`src/rtl/seq_div_responder.sv`:
```
// Multicycle signed restoring divider answering a start/done handshake; quotient on lo, remainder on hi.
// Optional build macro DIV_EARLY_EXIT_EN: skip the iteration phase when |A| < |B|.
module seq_div_responder #(
  parameter int WIDTH = 32
) (
  input  logic             clk,
  input  logic             reset,
  input  logic             start,
  input  logic [WIDTH-1:0] dividend,
  input  logic [WIDTH-1:0] divisor,
  output logic             busy,
  output logic             done,
  output logic             dzero,
  output logic [WIDTH-1:0] hi,
  output logic [WIDTH-1:0] lo
);

  localparam int CW = (WIDTH > 1) ? $clog2(WIDTH) : 1;

  typedef enum logic [1:0] {
    S_IDLE,
    S_PREP,
    S_ITER,
    S_FIX
  } state_t;

  state_t           r_state, w_next;
  logic [WIDTH-1:0] r_a, r_b, r_b_mag, r_q, r_rem, r_hi, r_lo;
  logic             r_sign_a, r_sign_b, r_busy, r_done, r_dzero;
  logic [CW-1:0]    r_cnt;

  logic [WIDTH-1:0] w_a_mag, w_b_mag, w_sub;
  logic [WIDTH:0]   w_rem_sh;
  logic             w_ge, w_b_zero, w_early, w_last;

  always_comb begin
    // NOTE: every signal gets a default before any branch so no latch is inferred.
    w_a_mag  = r_sign_a ? (~r_a + 1'b1) : r_a;
    w_b_mag  = r_sign_b ? (~r_b + 1'b1) : r_b;
    w_b_zero = (r_b == '0);
    w_early  = 1'b0;
`ifdef DIV_EARLY_EXIT_EN
    w_early  = (w_a_mag < w_b_mag);
`else
    w_early  = 1'b0;
`endif
    // One extra bit keeps the shifted partial remainder exact before the compare.
    w_rem_sh = {r_rem, r_q[WIDTH-1]};
    w_ge     = (w_rem_sh >= {1'b0, r_b_mag});
    w_sub    = w_rem_sh[WIDTH-1:0] - r_b_mag;
    w_last   = (r_cnt == CW'(WIDTH-1));
  end

  always_comb begin
    w_next = r_state;
    unique case (r_state)
      S_IDLE: if (start) w_next = S_PREP;
      S_PREP: begin
        if (w_b_zero)     w_next = S_IDLE;
        else if (w_early) w_next = S_FIX;
        else              w_next = S_ITER;
      end
      S_ITER: if (w_last) w_next = S_FIX;
      S_FIX:  w_next = S_IDLE;
      default: w_next = S_IDLE;
    endcase
  end

  always_ff @(posedge clk or negedge reset) begin
    if (!reset) r_state <= S_IDLE;
    else        r_state <= w_next;
  end

  // NOTE: sequential state uses non-blocking assignments so every register samples pre-edge values.
  always_ff @(posedge clk or negedge reset) begin
    if (!reset) begin
      r_a      <= '0;
      r_b      <= '0;
      r_b_mag  <= '0;
      r_q      <= '0;
      r_rem    <= '0;
      r_hi     <= '0;
      r_lo     <= '0;
      r_sign_a <= 1'b0;
      r_sign_b <= 1'b0;
      r_busy   <= 1'b0;
      r_done   <= 1'b0;
      r_dzero  <= 1'b0;
      r_cnt    <= '0;
    end else begin
      r_done <= 1'b0;
      unique case (r_state)
        S_IDLE: begin
          if (start) begin
            r_a      <= dividend;
            r_b      <= divisor;
            r_sign_a <= dividend[WIDTH-1];
            r_sign_b <= divisor[WIDTH-1];
            r_dzero  <= 1'b0;
            r_busy   <= 1'b1;
          end
        end
        S_PREP: begin
          if (w_b_zero) begin
            r_dzero <= 1'b1;
            r_done  <= 1'b1;
            r_busy  <= 1'b0;
          end else begin
            r_b_mag <= w_b_mag;
            r_cnt   <= '0;
            if (w_early) begin
              r_q   <= '0;
              r_rem <= w_a_mag;
            end else begin
              r_q   <= w_a_mag;
              r_rem <= '0;
            end
          end
        end
        S_ITER: begin
          r_rem <= w_ge ? w_sub : w_rem_sh[WIDTH-1:0];
          r_q   <= {r_q[WIDTH-2:0], w_ge};
          r_cnt <= r_cnt + 1'b1;
        end
        S_FIX: begin
          // Quotient truncates toward zero; remainder follows the dividend's sign.
          r_lo   <= (r_sign_a ^ r_sign_b) ? (~r_q + 1'b1) : r_q;
          r_hi   <= r_sign_a ? (~r_rem + 1'b1) : r_rem;
          r_done <= 1'b1;
          r_busy <= 1'b0;
        end
        default: r_busy <= 1'b0;
      endcase
    end
  end

  assign busy  = r_busy;
  assign done  = r_done;
  assign dzero = r_dzero;
  assign hi    = r_hi;
  assign lo    = r_lo;

endmodule
```
`config.mk`:
```
export PLATFORM = sky130hd
export DESIGN_NAME = seq_div_responder
export DESIGN_NICKNAME = d
export VERILOG_FILES = /design/src/rtl/seq_div_responder.sv
export SDC_FILE = /design/constraint.sdc
export NUM_CORES = 1
export LEC_CHECK = 0
export BUFFER_PORTS_ARGS = -buffer_cell sky130_fd_sc_hd__buf_2
export CAP_MARGIN = 30
export CORE_MARGIN = 8
export CORE_UTILIZATION = 53
export CTS_CLUSTER_SIZE = 24
export DETAILED_ROUTE_END_ITERATION = 7
export HOLD_SLACK_MARGIN = 0.1
export MAX_ROUTING_LAYER = met4
export PLACE_DENSITY = 0.84
export SETUP_SLACK_MARGIN = 0.15
export SYNTH_ARGS = -nofsm -noshare
export SYNTH_HDL_FRONTEND = slang
export SYNTH_SLANG_ARGS = --single-unit
```
`constraint.sdc`:
```
create_clock -name clk -period 9.05 [get_ports clk]
set_clock_uncertainty 0.15 [all_clocks]
set_input_delay 0.905 -clock clk [delete_from_list [all_inputs] [get_ports clk]]
set_output_delay 0.905 -clock clk [all_outputs]
set_load 0.005 [all_outputs]
```
==> metrics.txt, run 1 <==
Post-Synthesis Cell Area=around 13,000 sq um; vias in the first global route=10,070; Async S/R FF share, synth=100.0%; number of clock sinks=~230; Initial Util=about 54%; LEAKAGE=a little under 7 nW; Crit Path Max Fanout=52; DR WL/cell=17.05 um; CP max stage delay=between 0.7 and 0.8 ns; Final #Nets=between 1,500 and 2,000; post-layout util=60.78%; DR vias=10,610; commonest cells after routing, fill and taps aside=dfrtp_1, nand2_1, buf_2; Worst slew margin=between 30% and 40%; worst-margin pin slew=just over 0.9 ns; dominant synthesized flop cell=dfrtp_1; Slew Limit Fails=0; RD Place Congestion=around 0.9; Mapped Cells=between 1,000 and 1,500; FP Rows=57; largest net degree at the start of global routing=between 100 and 150; Hold WC Path Type=input port to async pin; synthesis-stage register bit count=234; TNS Setup=0 ns; 1st-iter DRT viols=836; YS warnings=0; CTS root buffer=clkbuf_16; H-tree depth=1; Worst-path clk slew=approximately 0.070 ns; final cycle utilization of the critical path=52.68%; clk_lat worst skew=around 0.53 ns; drt total wl=roughly 31 mm; Worst path top cell family by delay=simple AND/OR/NAND/NOR gates; Syn Area/Cell=9.324 sq um; WP data arrival=between 5 and 6 ns; Post-DP HPWL=between 20 and 25 mm; first-pass GRT wire length=around 52 mm; CP Capture Type=register; Yosys cell types=59; share of cells above drive strength 1=16.58%; die width=around 170 um; initial antenna violation count=3; post-synth top area share=roughly 45%; post-CTS sizing=0; Bufs on Longest Clock Path=3; Post-synth EDFFs=0; status=complete, no violations; TritonRoute pass-1 iters=5; Cell Pwr Density=around 420 nW/um^2; Worst Path Required=9.32 ns; max frequency=209.8 MHz; Routed Antenna Nets=0; Vias/cell=~5.7; IO Count=134; Post-Syn Nets=between 1,500 and 2,000; Critical path buffers and inverters=2; crit-path cells=nor4_1, nand3_1, or4_4, or4_4, nor3b_2, or3b_4, and2_1, buf_4, inv_2, o221ai_1; Hold Buf Count CTS=0; P&R area growth vs syn=12.83%; Port-buffer cells=roughly 130; RSZ-0062 raised after global routing=no; Final setup viols=0; # DRC=0; CP most frequent cell=or4_4; Worst Setup Start Kind=register; Die Span Y=between 150 and 200 um; min Tclk post-route=4.767 ns; Area after DPL=13,960 sq um; overall power=about 6.2 mW; Final Cell Area=14,780 sq um; most common cell after layout, fill and taps aside=dfrtp_1; grt total ovfl=0; final hold violation count=0; largest area contributor in the netlist=dfrtp_1; Core Area=around 24,000 sq um; Hold WS=around 0.18 ns; max-cap viol count=0; Setup CP Type=register to register; sequential area share after synthesis=between 40% and 50%; CTS Buf Count=25; GRT Overall Usage=a little over a fifth; slowest CP cell=and2_1; CTS tree=built; post-CTS setup buffers=0; Area contributors post-synth=dfrtp_1, xor2_1, mux2_2; Worst VDD drop=between 0.2 and 0.25 mV; Die Area=30,000 sq um
[final timing paths]
check,from,to,slack [ns],depth (start not counted)
setup reg to reg,r_b[7],r_q[1],4.28,10
hold reg to reg,lo[10],lo[10],0.32,2
hold / removal,reset,r_b_mag[13],0.18,1
min in group clk,lo[10],lo[10],0.32,2
setup / recovery,r_b[7],r_q[1],4.28,10
max in group asynchronous,reset,lo[23],7.21,2
[metal layers]
metal  GRT usage [%]  routed length, um
met1           31.53              15720
met2           29.33              13040
met3           3.529               2147
met4           4.563                575
met5               -                  0
[synth_stat cells, types with 38 or more instances]
cell      instances
nand2_1         171
nor2_1          103
xnor2_1          64
dfrtp_1         234
xor2_1           83
mux2_2           59
o21ai_1          55
a21oi_1          89
clkbuf_1         55
o21ai_0         119
inv_1            53
ha_1             38
[report_power, final]
| part | internal, mW | switching (mW) | leakage [nW] | total [mW] |
|---|---|---|---|---|
| logic | 1.38 | 1.84 | 3.50 | 3.22 |
| clock network | 0.559 | 0.401 | 0.370 | 0.960 |
| registers | 1.53 | 0.533 | 2.88 | 2.07 |
[sequential cells by signal, summed over array words and instances (netlist names), named ones only]
name and count:
busy 1, r_a 32, r_b 32, r_cnt 5
hi 32, r_q 32, r_state 1, dzero 1
lo 32, r_rem 32, r_b_mag 32, done 1
[cell families after synthesis]
family	after synthesis	share of synthesized area (%)
simple gates	396	13.73
compound gates	392	18.01
flops	234	44.70
xor+xnor	147	9.828
buf+inv	127	4.031
mux	70	5.912
fa+ha+maj	39	3.782
[final cells by class]
| type | instances | area (sq um) |
|---|---|---|
| diodes | 3 | 7.507 |
| repair buffers | 147 | 820.8 |
| multi-input cells | 1044 | 6734 |
| well taps | 324 | 405.4 |
| clock inverters | 5 | 57.56 |
| clock buffers | 36 | 696.9 |
| fillers | 2016 | 9539 |
| inverters | 54 | 202.7 |
| flip-flops and latches | 234 | 5856 |
[per-stage QoR]
stage                     instances  setup WS, ns
after global routing           1847         4.010
after global placement         1799         4.578
after detailed placement       1800         4.381
after floorplan                1405         5.915
after CTS                      1841         4.335
final                          1847         4.283
Note: power is estimated with default switching activity, not from simulation.
==> run 2, diff against run 1 <==
Clock period 9.05 ns to 4.9 ns, I/O delays scaled along.
==> metrics.txt, run 2 (synthesized netlist as in run 1, its figures left out) <==
Slew Limit Fails=0; Port-buffer cells=around 130; post-CTS sizing=0; RSZ-0062 raised after global routing=no; Routed Antenna Nets=0; post-route worst setup slack=0.9307 ns; die width=roughly 170 um; DR WL/cell=roughly 17 um; CP Capture Type=register; Worst-path clk slew=approximately 0.060 ns; RD Place Congestion=0.9455; Setup CP Type=register to register; first-pass GRT wire length=roughly 56 mm; Cell Pwr Density=754.2 nW/um^2; initial antenna violation count=2; number of clock sinks=between 200 and 250; TNS Setup=0 ns; clk_lat worst skew=between 0.5 and 0.6 ns; WP data arrival=around 4.3 ns; GRT Overall Usage=a little under a quarter; CTS tree=built; Core Area=24,320 sq um; TritonRoute pass-1 iters=5; commonest cells after routing, fill and taps aside=dfrtp_1, nand2_1, buf_2; CTS root buffer=clkbuf_16; largest net degree at the start of global routing=129; worst-margin pin slew=between 1 and 1.5 ns; max-cap viol count=0; Initial Util=between 50 and 60%; post-CTS setup buffers=0; Highest Signal Layer=met4; final hold violation count=0; fin cells=~1,900; IO Count=roughly 130; max frequency=between 200 and 300 MHz; Post-DP HPWL=roughly 23 mm; Post-Place Cells=roughly 1,800; Final setup viols=0; min Tclk post-route=approximately 4.0 ns; met2 routed WL=roughly 14 mm; Crit Path Max Fanout=38; Worst VDD drop=0.4291 mV; Die Area=approximately 30,000 sq um; status=complete, no violations; Worst Setup Start Kind=register; Bufs on Longest Clock Path=3; Vias/cell=5.788; Hold WC Path Type=input port to register; DR vias=roughly 11,000; Hold Buf Count CTS=between 60 and 70; Worst slew margin=between 30 and 40%; final cycle utilization of the critical path=between 80% and 90%; P&R area growth vs syn=17.94%; vias in the first global route=10,900; CTS Buf Count=25; 1st-iter DRT viols=~970; met1 WL=roughly 16 mm; H-tree depth=1; drt total wl=about 33 mm; LEAKAGE=~7.0 nW; # DRC=0; FP Rows=57; Final #Nets=around 1,700; Die Span Y=173.2 um; overall power=between 10 and 15 mW; DP Worst Slack=roughly 1.0 ns; most common cell after layout, fill and taps aside=dfrtp_1; grt total ovfl=0; share of cells above drive strength 1=16.26%; routed length on met3=roughly 2.1 mm; Worst Path Required=~5.2 ns
-- run 2: per-layer routing --
metal	track usage [%]	vias to the layer above
met5	-	-
li1	-	5325
met2	32.79	406
met1	32.35	5275
met4	7.222	0
met3	3.703	66
-- run 2: through the flow --
stage / utilization [%] / hold WS (ns) / instance area (sq um)
detailed placement: 57.53 / 0.3152 / 13990
global route: 63.53 / 0.1183 / 15450
global placement: 57.50 / 0.3014 / 13980
finish: 63.53 / 0.1055 / 15450
floorplan: - / 0.04441 / 13100
CTS: 63.39 / 0.1010 / 15420
-- run 2: path summary, 6_finish.rpt --
kind	startpoint	endpoint	slack, ns	depth (start not counted)
max	r_b[6]	r_q[17]	0.93	10
min	dividend[24]	r_a[24]	0.11	2
max reg2reg	r_b[6]	r_q[17]	0.93	10
min reg2reg	hi[10]	hi[10]	0.32	2
max in group asynchronous	reset	r_b_mag[25]	2.95	3
min in group asynchronous	reset	r_b_mag[13]	0.52	2
-- run 2: critical path, cell delays in order (launching register included) --
cell and delay, ns:
dfrtp_1 0.44, nor4_1 0.39, nand3_1 0.22, or4_4 0.59
or4_4 0.48, nor3b_2 0.27, or3b_4 0.48, and2_1 0.22
buf_4 0.32, inv_2 0.12, o221ai_1 0.18
-- run 2: where the power goes --
group          total, mW  internal [mW]  switching (mW)
clock               1.82           1.05           0.761
sequential          3.83           2.83            1.01
combinational       6.00           2.59            3.41
-- run 2: area by class of cell --
class	count	area, sq um
Inverter	54	202.7
Multi-Input combinational cell	1044	6734
Tap cell	324	405.4
Fill cell	1942	8870
Clock buffer	38	754.5
Sequential cell	234	5856
Clock inverter	5	31.28
Antenna cell	2	5.005
Timing Repair Buffer	212	1461
==> run 3, diff against run 2 <==
Clock period 4.9 ns to 3.7 ns, I/O delays scaled along.
==> metrics.txt, run 3 (synthesized netlist as in run 1, its figures left out) <==
status=complete, no violations; drt total wl=34.43 mm; met2 routed WL=between 15 and 20 mm; area of the multi-input gates=6761 sq um; Vias/cell=between 5 and 6; Worst Setup Start Kind=register; initial antenna violation count=2; RSZ-0062 raised after global routing=no; post-layout util=about two thirds; Worst VDD drop=around 0.68 mV; TritonRoute pass-1 iters=5; Area after DPL=~14,000 sq um; DR vias=11,110; final cycle utilization of the critical path=between 90% and 100%; CTS tree=built; Cell Pwr Density=roughly 1000 nW/um^2; Port-buffer cells=between 100 and 150; Stages on worst setup path=9; die width=~170 um; Highest Signal Layer=met4; worst-margin pin slew=around 1.0 ns; Hold WS=around 0.32 ns; CP Capture Type=register; Die Area=around 30,000 sq um; crit-path cells=or4_1, or4_4, or4_4, nor3b_4, or3b_4, and2_2, buf_12, inv_2, o221ai_1; CTS Buf Count=26; Final #Nets=~1,700; P&R area growth vs syn=20.12%; slowest CP cell=or4_1; Slew Limit Fails=0; WP data arrival=about 3.7 ns; Post-DP HPWL=about 24 mm; LEAKAGE=a little over 7 nW; H-tree depth=1; clk_lat worst skew=around 0.53 ns; RD Place Congestion=between 0.9 and 1; largest net degree at the start of global routing=106; DR WL/cell=between 15 and 20 um; met1 WL=16.22 mm; max frequency=around 300 MHz; hold depth=2; commonest cells after routing, fill and taps aside=dfrtp_1, nand2_1, buf_2; grt total ovfl=0; first-pass GRT wire length=~56 mm; # DRC=0; GRT Overall Usage=~23%; Crit Path Max Fanout=27; Hold WC Path Type=register to register; worst reg-to-reg path cell count=9; Bufs on Longest Clock Path=3; Routed Antenna Nets=0; max-cap viol count=0; Critical path buffers and inverters=2; fillers=~1,900; TNS Setup=0 ns; FP Rows=57; Worst Path Required=roughly 4.0 ns; Core Area=24,320 sq um; IO Count=~130; share of cells above drive strength 1=around 17%; number of clock sinks=between 200 and 250; Final Cell Area=15,740 sq um; min Tclk post-route=3.432 ns; Worst path top cell family by delay=simple AND/OR/NAND/NOR gates; vias in the first global route=approximately 11,000; Final setup viols=0; CTS root buffer=clkbuf_16; FF+latch area=around 5900 sq um; Die Span Y=173.2 um; 1st-iter DRT viols=842; routed length on met3=~2.3 mm; Worst slew margin=between 30% and 40%; Worst-path clk slew=0.06 ns; CP max stage delay=between 0.5 and 0.6 ns; final hold violation count=0; most common cell after layout, fill and taps aside=dfrtp_1; Setup CP Type=register to register; Initial Util=a little over half; CP most frequent cell=or4_4
## run 3: final timing paths
| path | from | end | slack [ns] |
|---|---|---|---|
| min reg2reg | lo[28] | lo[28] | 0.32 |
| min | lo[28] | lo[28] | 0.32 |
| min in group asynchronous | reset | r_b[11] | 0.35 |
| max reg2reg | r_b[13] | r_q[0] | 0.27 |
| max in group asynchronous | reset | r_q[6] | 2.22 |
| max | r_b[13] | r_q[0] | 0.27 |
## run 3: power breakdown
| group | internal (mW) | switching [mW] | total, mW |
|---|---|---|---|
| clock | 1.71 | 1.04 | 2.76 |
| combinational | 3.54 | 4.58 | 8.12 |
| sequential | 3.75 | 1.37 | 5.12 |
## run 3: per-layer routing
metal	GRT usage (%)	vias to the layer above
li1	-	5335
met1	31.98	5301
met2	33.66	400
met3	3.703	70
met4	7.007	0
met5	-	-
## run 3: area by class of cell
cell class                      instances  area share [%]
Clock buffer                           38           4.874
Timing Repair Buffer                  220           10.09
Tap cell                              324           2.576
Sequential cell                       234           37.21
Clock inverter                          9          0.9621
Multi-Input combinational cell       1044           42.97
Antenna cell                            2         0.03180
Inverter                               54           1.288
## run 3: what timing repair did
action / CTS / global route
setup endpoints to repair: 0 / 60
endpoints found under the hold margin: 166 / 0
setup buffers: 0 / 1
resized for setup: 0 / 6
hold buffers: 65 / 0
## run 3: per-stage QoR
| step | worst slack (ns) | power, mW | std cells |
|---|---|---|---|
| 2_1_floorplan | 0.5645 | 10.76 | 1405 |
| 3_3_place_gp | 0.2895 | 12.60 | 1808 |
| 3_5_place_dp | 0.1998 | 12.94 | 1809 |
| 4_1_cts | 0.1666 | 15.81 | 1921 |
| 5_1_grt | 0.1630 | 17.24 | 1925 |
| 6_report | 0.2685 | 16.00 | 1925 |
## run 3: worst reg2reg max path: stages, from the launching register on
cell and delay [ns]:
dfrtp_1 0.44, or4_1 0.59, or4_4 0.54, or4_4 0.48, nor3b_4 0.23, or3b_4 0.19, and2_2 0.23, buf_12 0.20
inv_2 0.09, o221ai_1 0.19
